## src/rtl/alarm_scheduler.sv

```systemverilog
// One-shot alarm slots matched against a free-running time count, events queued lowest-slot-first.
// Optional snooze re-arm on acknowledge is built when ALARM_SNOOZE_EN is defined.
module alarm_scheduler #(
    parameter int          NUM_SLOTS    = 4,
    parameter int          SLOT_W       = 2,
    parameter logic [15:0] SNOOZE_DELAY = 16'd300
) (
    input  logic                 clk,
    input  logic                 rst,
    input  logic [15:0]          cur_time,
    input  logic                 wr_en,
    input  logic [SLOT_W-1:0]    wr_slot,
    input  logic [15:0]          wr_time,
    input  logic                 wr_arm,
    input  logic                 alarm_ack,
`ifdef ALARM_SNOOZE_EN
    input  logic                 snooze,
`endif
    output logic                 alarm_valid,
    output logic [SLOT_W-1:0]    alarm_slot,
    output logic [NUM_SLOTS-1:0] armed,
    output logic [NUM_SLOTS-1:0] pending,
    output logic                 overrun
);

    logic [15:0]          prev_time;
    logic [15:0]          slot_time [NUM_SLOTS];
    logic [NUM_SLOTS-1:0] wr_hit, snz_hit, match, hit_q, pend_nxt;
    logic [SLOT_W-1:0]    sel;
    logic                 tick, load, ov_set;

    assign tick = (cur_time != prev_time);
    assign load = (!alarm_valid || alarm_ack) && (pending != '0);

    always_comb begin
        for (int i = 0; i < NUM_SLOTS; i++) begin
            wr_hit[i]  = wr_en && (int'(wr_slot) == i);
`ifdef ALARM_SNOOZE_EN
            snz_hit[i] = alarm_valid && alarm_ack && snooze && (int'(alarm_slot) == i);
`else
            snz_hit[i] = 1'b0;
`endif
            // A same-cycle write to the slot suppresses its match entirely.
            match[i]   = tick && armed[i] && (slot_time[i] == cur_time) && !wr_hit[i];
        end
    end

    always_comb begin
        sel = '0;
        for (int i = NUM_SLOTS - 1; i >= 0; i--)
            if (pending[i]) sel = SLOT_W'(i);
    end

    // Matches land in pending one cycle after detection; disarm writes clear last.
    always_comb begin
        pend_nxt = pending;
        ov_set   = 1'b0;
        if (load) pend_nxt[sel] = 1'b0;
        for (int i = 0; i < NUM_SLOTS; i++) begin
            if (hit_q[i]) begin
                ov_set      = ov_set | pending[i];
                pend_nxt[i] = 1'b1;
            end
            if (wr_hit[i] && !wr_arm) pend_nxt[i] = 1'b0;
        end
    end

    always_ff @(posedge clk) begin
        for (int i = 0; i < NUM_SLOTS; i++) begin
            if (wr_hit[i] && wr_arm)
                slot_time[i] <= wr_time;
            else if (!wr_hit[i] && snz_hit[i])
                slot_time[i] <= cur_time + SNOOZE_DELAY;
        end
    end

    always_ff @(posedge clk or posedge rst) begin
        if (rst) begin
            prev_time   <= '0;
            armed       <= '0;
            pending     <= '0;
            hit_q       <= '0;
            overrun     <= 1'b0;
            alarm_valid <= 1'b0;
            alarm_slot  <= '0;
        end else begin
            prev_time <= cur_time;
            hit_q     <= match;
            pending   <= pend_nxt;
            if (ov_set) overrun <= 1'b1;
            for (int i = 0; i < NUM_SLOTS; i++) begin
                if (wr_hit[i])
                    armed[i] <= wr_arm;
                else if (snz_hit[i])
                    armed[i] <= 1'b1;
                else if (match[i])
                    armed[i] <= 1'b0;
            end
            if (load) begin
                alarm_valid <= 1'b1;
                alarm_slot  <= sel;
            end else if (alarm_valid && alarm_ack) begin
                alarm_valid <= 1'b0;
            end
        end
    end

endmodule

```

## config.mk

```make
export PLATFORM = sky130hd
export DESIGN_NAME = alarm_scheduler
export DESIGN_NICKNAME = d
export VERILOG_FILES = /design/src/rtl/alarm_scheduler.sv
export SDC_FILE = /design/constraint.sdc
export NUM_CORES = 1
export LEC_CHECK = 0
export ABC_CLOCK_PERIOD_IN_PS = 1800
export BUFFER_PORTS_ARGS = -buffer_cell sky130_fd_sc_hd__buf_2
export CAP_MARGIN = 10
export CORE_MARGIN = 2
export CORE_UTILIZATION = 55
export DETAILED_ROUTE_END_ITERATION = 12
export PLACE_DENSITY = 0.78
export SLEW_MARGIN = 40
export SYNTH_ARGS = -nofsm -noshare
export SYNTH_HDL_FRONTEND = slang
export SYNTH_SLANG_ARGS = --single-unit
```

## constraint.sdc

```tcl
create_clock -name clk -period 1.8 [get_ports clk]
set_input_delay 0.18 -clock clk [delete_from_list [all_inputs] [get_ports clk]]
set_output_delay 0.18 -clock clk [all_outputs]
set_load 0.005 [all_outputs]
```

==> impl_metrics.py <==
metrics = {
    "worst_setup_path": {
        "crit_family": "simple AND/OR/NAND/NOR gates",
        "cp_data_arrival_time_ps": 2030,
        "reg2reg_depth": 5,
        "crit_path_end_kind": "register",
        "crit_required_ps": 2060,
        "crit_chain": "xor2_1 -> nor4_2 -> nand3_1 -> or4_1 -> a31o_1",
        "r2r-start": "slot_time[2][5]$_DFFE_PP_",
        "path_max_fanout": 2,
        "cpPeakStageDelay_ps": 500,
        "critPathLaunch": "slot_time[2][5]$_DFFE_PP_",
        "reg2reg_slack_ps": 30,
        "r2r_end": "armed[2]$_DFFE_PP0P_",
        "slowest_stage": "or4_1",
        "worstSetupPathType": "reg -> reg",
        "cp_num_buf_inv": 0,
        "start_kind": "register",
    },
    "synth": {
        "avgSynthCellArea_um2": 14.7,
        "ys_types": 31,
        "ys_async_sr_fraction_pct": 33.3,
        "synth_flop_cell": "edfxtp_1",
        "syn_area_mm2": 0.00399,
        "syn_nets": 311,
        "syn_inst": 272,
        "synth_warnings": 0,
        "synth_edf_count": 64,
        "ys_seq_area_share_pct": 68.2,
        "ys_ff_latch": 96,
    },
    "drt": {
        "route.met2.wl_mm": 3.80,
        "drtAntennaViolNets": 0,
        "drt_first_pass_iters": 4,
        "drtIter0Drc": 156,
        "wl_met1_mm": 3.42,
        "drt-vias-per-instance": 5.35,
        "wire_per_inst_um": 18.0,
        "vias": 2311,
        "wl_mm": 7.80,
        "drcViolationCount": 0,
        "highest-signal-layer": "met4",
        "wl_met3_um": 372,
    },
    "die": {
        "core.rowCount": 31,
        "io_pins": 51,
        "dieWidth_um": 89.2,
        "initial_core_util_pct": 56.0,
        "die-area_mm2": 0.00796,
        "core-area_mm2": 0.00714,
        "die_h_um": 89.2,
    },
    "clock_network": {
        "cts_sinks": 96,
        "clk_path_buf_depth": 2,
        "clockRootBuffer": "clkbuf_8",
        "cts_tree": "yes",
        "clk_pin_slew_ps": 90,
        "htree_num_levels": 3,
        "numCtsBuffers": 9,
        "clkLatencyLatePin_ps": 360,
    },
    "timing": {
        "hold_viol": 0,
        "rsz0062_at_grt": "true",
        "clock_skew_ps": 8.91,
        "layout_setup_ws_ps": 26.3,
        "fmax_mhz": 564,
        "drv_slew": 0,
        "setup_viol": 0,
        "worst_slew_pin_slew_ps": 425,
        "relSlewSlack_pct": 71.7,
        "finalCritPeriodShare_pct": 98.5,
        "hold-worst-slack_ps": 23.3,
        "min_period_ps": 1770,
    },
    "power_and_ir_drop": {
        "p_comb_share_pct": 8.6,
        "seqPwrFrac_pct": 57.5,
        "p_sw_uw": 959,
        "p_int_mw": 3.37,
        "power.static_leakage_nw": 1.76,
        "finalPower_mw": 4.33,
        "p_clk_share_pct": 33.9,
        "power.density_mw_per_mm2": 939,
        "ir_drop_v": 0.000501,
        "swShare_pct": 22.1,
    },
    "placement": {
        "dp_slack_ps": -38.8,
        "finalWeightedCongestion": 0.812,
        "post-dp-hpwl_mm": 5.48,
        "port_buffers": 50,
    },
    "layout": {
        "fin_nets": 367,
        "antenna_cells": 0,
        "regArea_mm2": 0.00272,
        "layout.cells.most_common": "edfxtp_1",
        "synthToLayoutAreaGrowth_pct": 15.5,
        "fillers": 573,
        "final_cell_mix": "64 x edfxtp_1, 50 x buf_2, 43 x xnor2_1, 36 x xor2_1, 32 x dfrtp_1",
        "final_util_pct": 64.6,
        "drive_above_1_share_pct": 25.5,
        "multi_input_area_mm2": 0.00119,
    },
    "global_routing": {
        "antenna_found_initial": 0,
        "grt_max_degree": 33,
        "grt_use_total_pct": 21.8,
        "grt-ovfl-total": 0,
        "grt_pass1_vias": 2261,
        "grt_first_pass_wirelength_mm": 12.0,
    },
    "job": {
        "maxCapViolCount": 0,
    },
    "worst_hold_path": {
        "hold_depth": 1,
        "hold_path_end": "prev_time[6]$_DFF_PP0_",
        "worstHoldStart": "cur_time[6]",
        "hold_class": "in -> reg",
    },
    "status": {
        "status": "complete, no violations",
    },
}
sequential cells by signal (all words and copies together) (netlist names):
register	count
pending	4
prev_time	16
alarm_slot	2
alarm_valid	1
armed	4
slot_time	64
overrun	1
hit_q	4
layout make-up:
type | count | share of cell area [%]
multi-input combinational | 155 | 25.9
inverter | 5 | 0.407
sequential | 96 | 59.0
timing repair buffer | 61 | 7.32
clock buffer | 12 | 3.61
tap | 99 | 2.69
clock inverter | 4 | 1.06
layer usage:
metal,track usage (%),vias up
li1,-,1065
met1,29.7,1138
met2,34.0,91
met3,5.17,17
met4,9.50,0
met5,0,-
power by group through the flow:
stage | logic [mW] | clock network (mW) | registers (mW)
floorplan | 0.224 | 0 | 2.53
global placement | 0.357 | 0 | 2.53
detailed placement | 0.364 | 0 | 2.54
CTS | 0.371 | 1.50 | 2.49
global route | 0.411 | 1.62 | 2.50
finish | 0.375 | 1.47 | 2.49
worst max-delay path by stage:
stage | cells past startpoint | endpoint | slack, ps
2_1_floorplan | 5 | armed[1]$_DFFE_PP0P_ | 140
3_3_place_gp | 6 | armed[3]$_DFFE_PP0P_ | -20
3_5_place_dp | 7 | armed[0]$_DFFE_PP0P_ | -40
4_1_cts | 5 | armed[2]$_DFFE_PP0P_ | 10
5_1_grt | 5 | armed[3]$_DFFE_PP0P_ | -20
6_report | 5 | armed[2]$_DFFE_PP0P_ | 30
cells in the mapped netlist, drive strengths merged, types with 2 or more instances:
cell	n	area [µm²]
nor2b	2	12.5
dfrtp	32	801
a21oi	6	30.0
a22oi	2	15.0
a31o	3	26.3
o21ai	2	10.0
nand3	8	40.0
nand2	5	18.8
o22a	2	17.5
xor2	36	315
edfxtp	64	1920
or4	3	22.5
nor2	13	48.8
nand4	7	43.8
inv	5	18.8
xnor2	44	385
nand2b	2	12.5
nor4	11	87.6
buf	16	97.6
cells by family (layout without fill, tap and decap cells):
logic type,after synthesis,after routing,share of synthesized area [%]
flip-flops,96,96,68.2
XOR/XNOR,80,80,17.5
AND/OR/NAND/NOR,58,58,8.46
buffers and inverters,21,82,2.91
AO/OA/AOI/OAI,17,17,2.91
what timing repair did:
| action | 4_1_cts | 5_1_grt |
|---|---|---|
| setup buffers | 0 | 0 |
| hold endpoints to repair | 32 | 1 |
| hold buffers | 1 | 1 |
| pin swaps | 3 | 4 |
| setup endpoints to repair | 2 | 4 |
| gates resized for setup | 3 | 4 |
stage by stage:
| step | TNS, ps | instance area (µm²) | cells |
|---|---|---|---|
| CTS | 0 | 4580 | 431 |
| global placement | -30.0 | 4340 | 414 |
| global route | -49.7 | 4610 | 432 |
| detailed placement | -68.8 | 4340 | 414 |
| floorplan | 0 | 3990 | 272 |
| finish | 0 | 4610 | 432 |
Power figures use the tool's default switching activity.
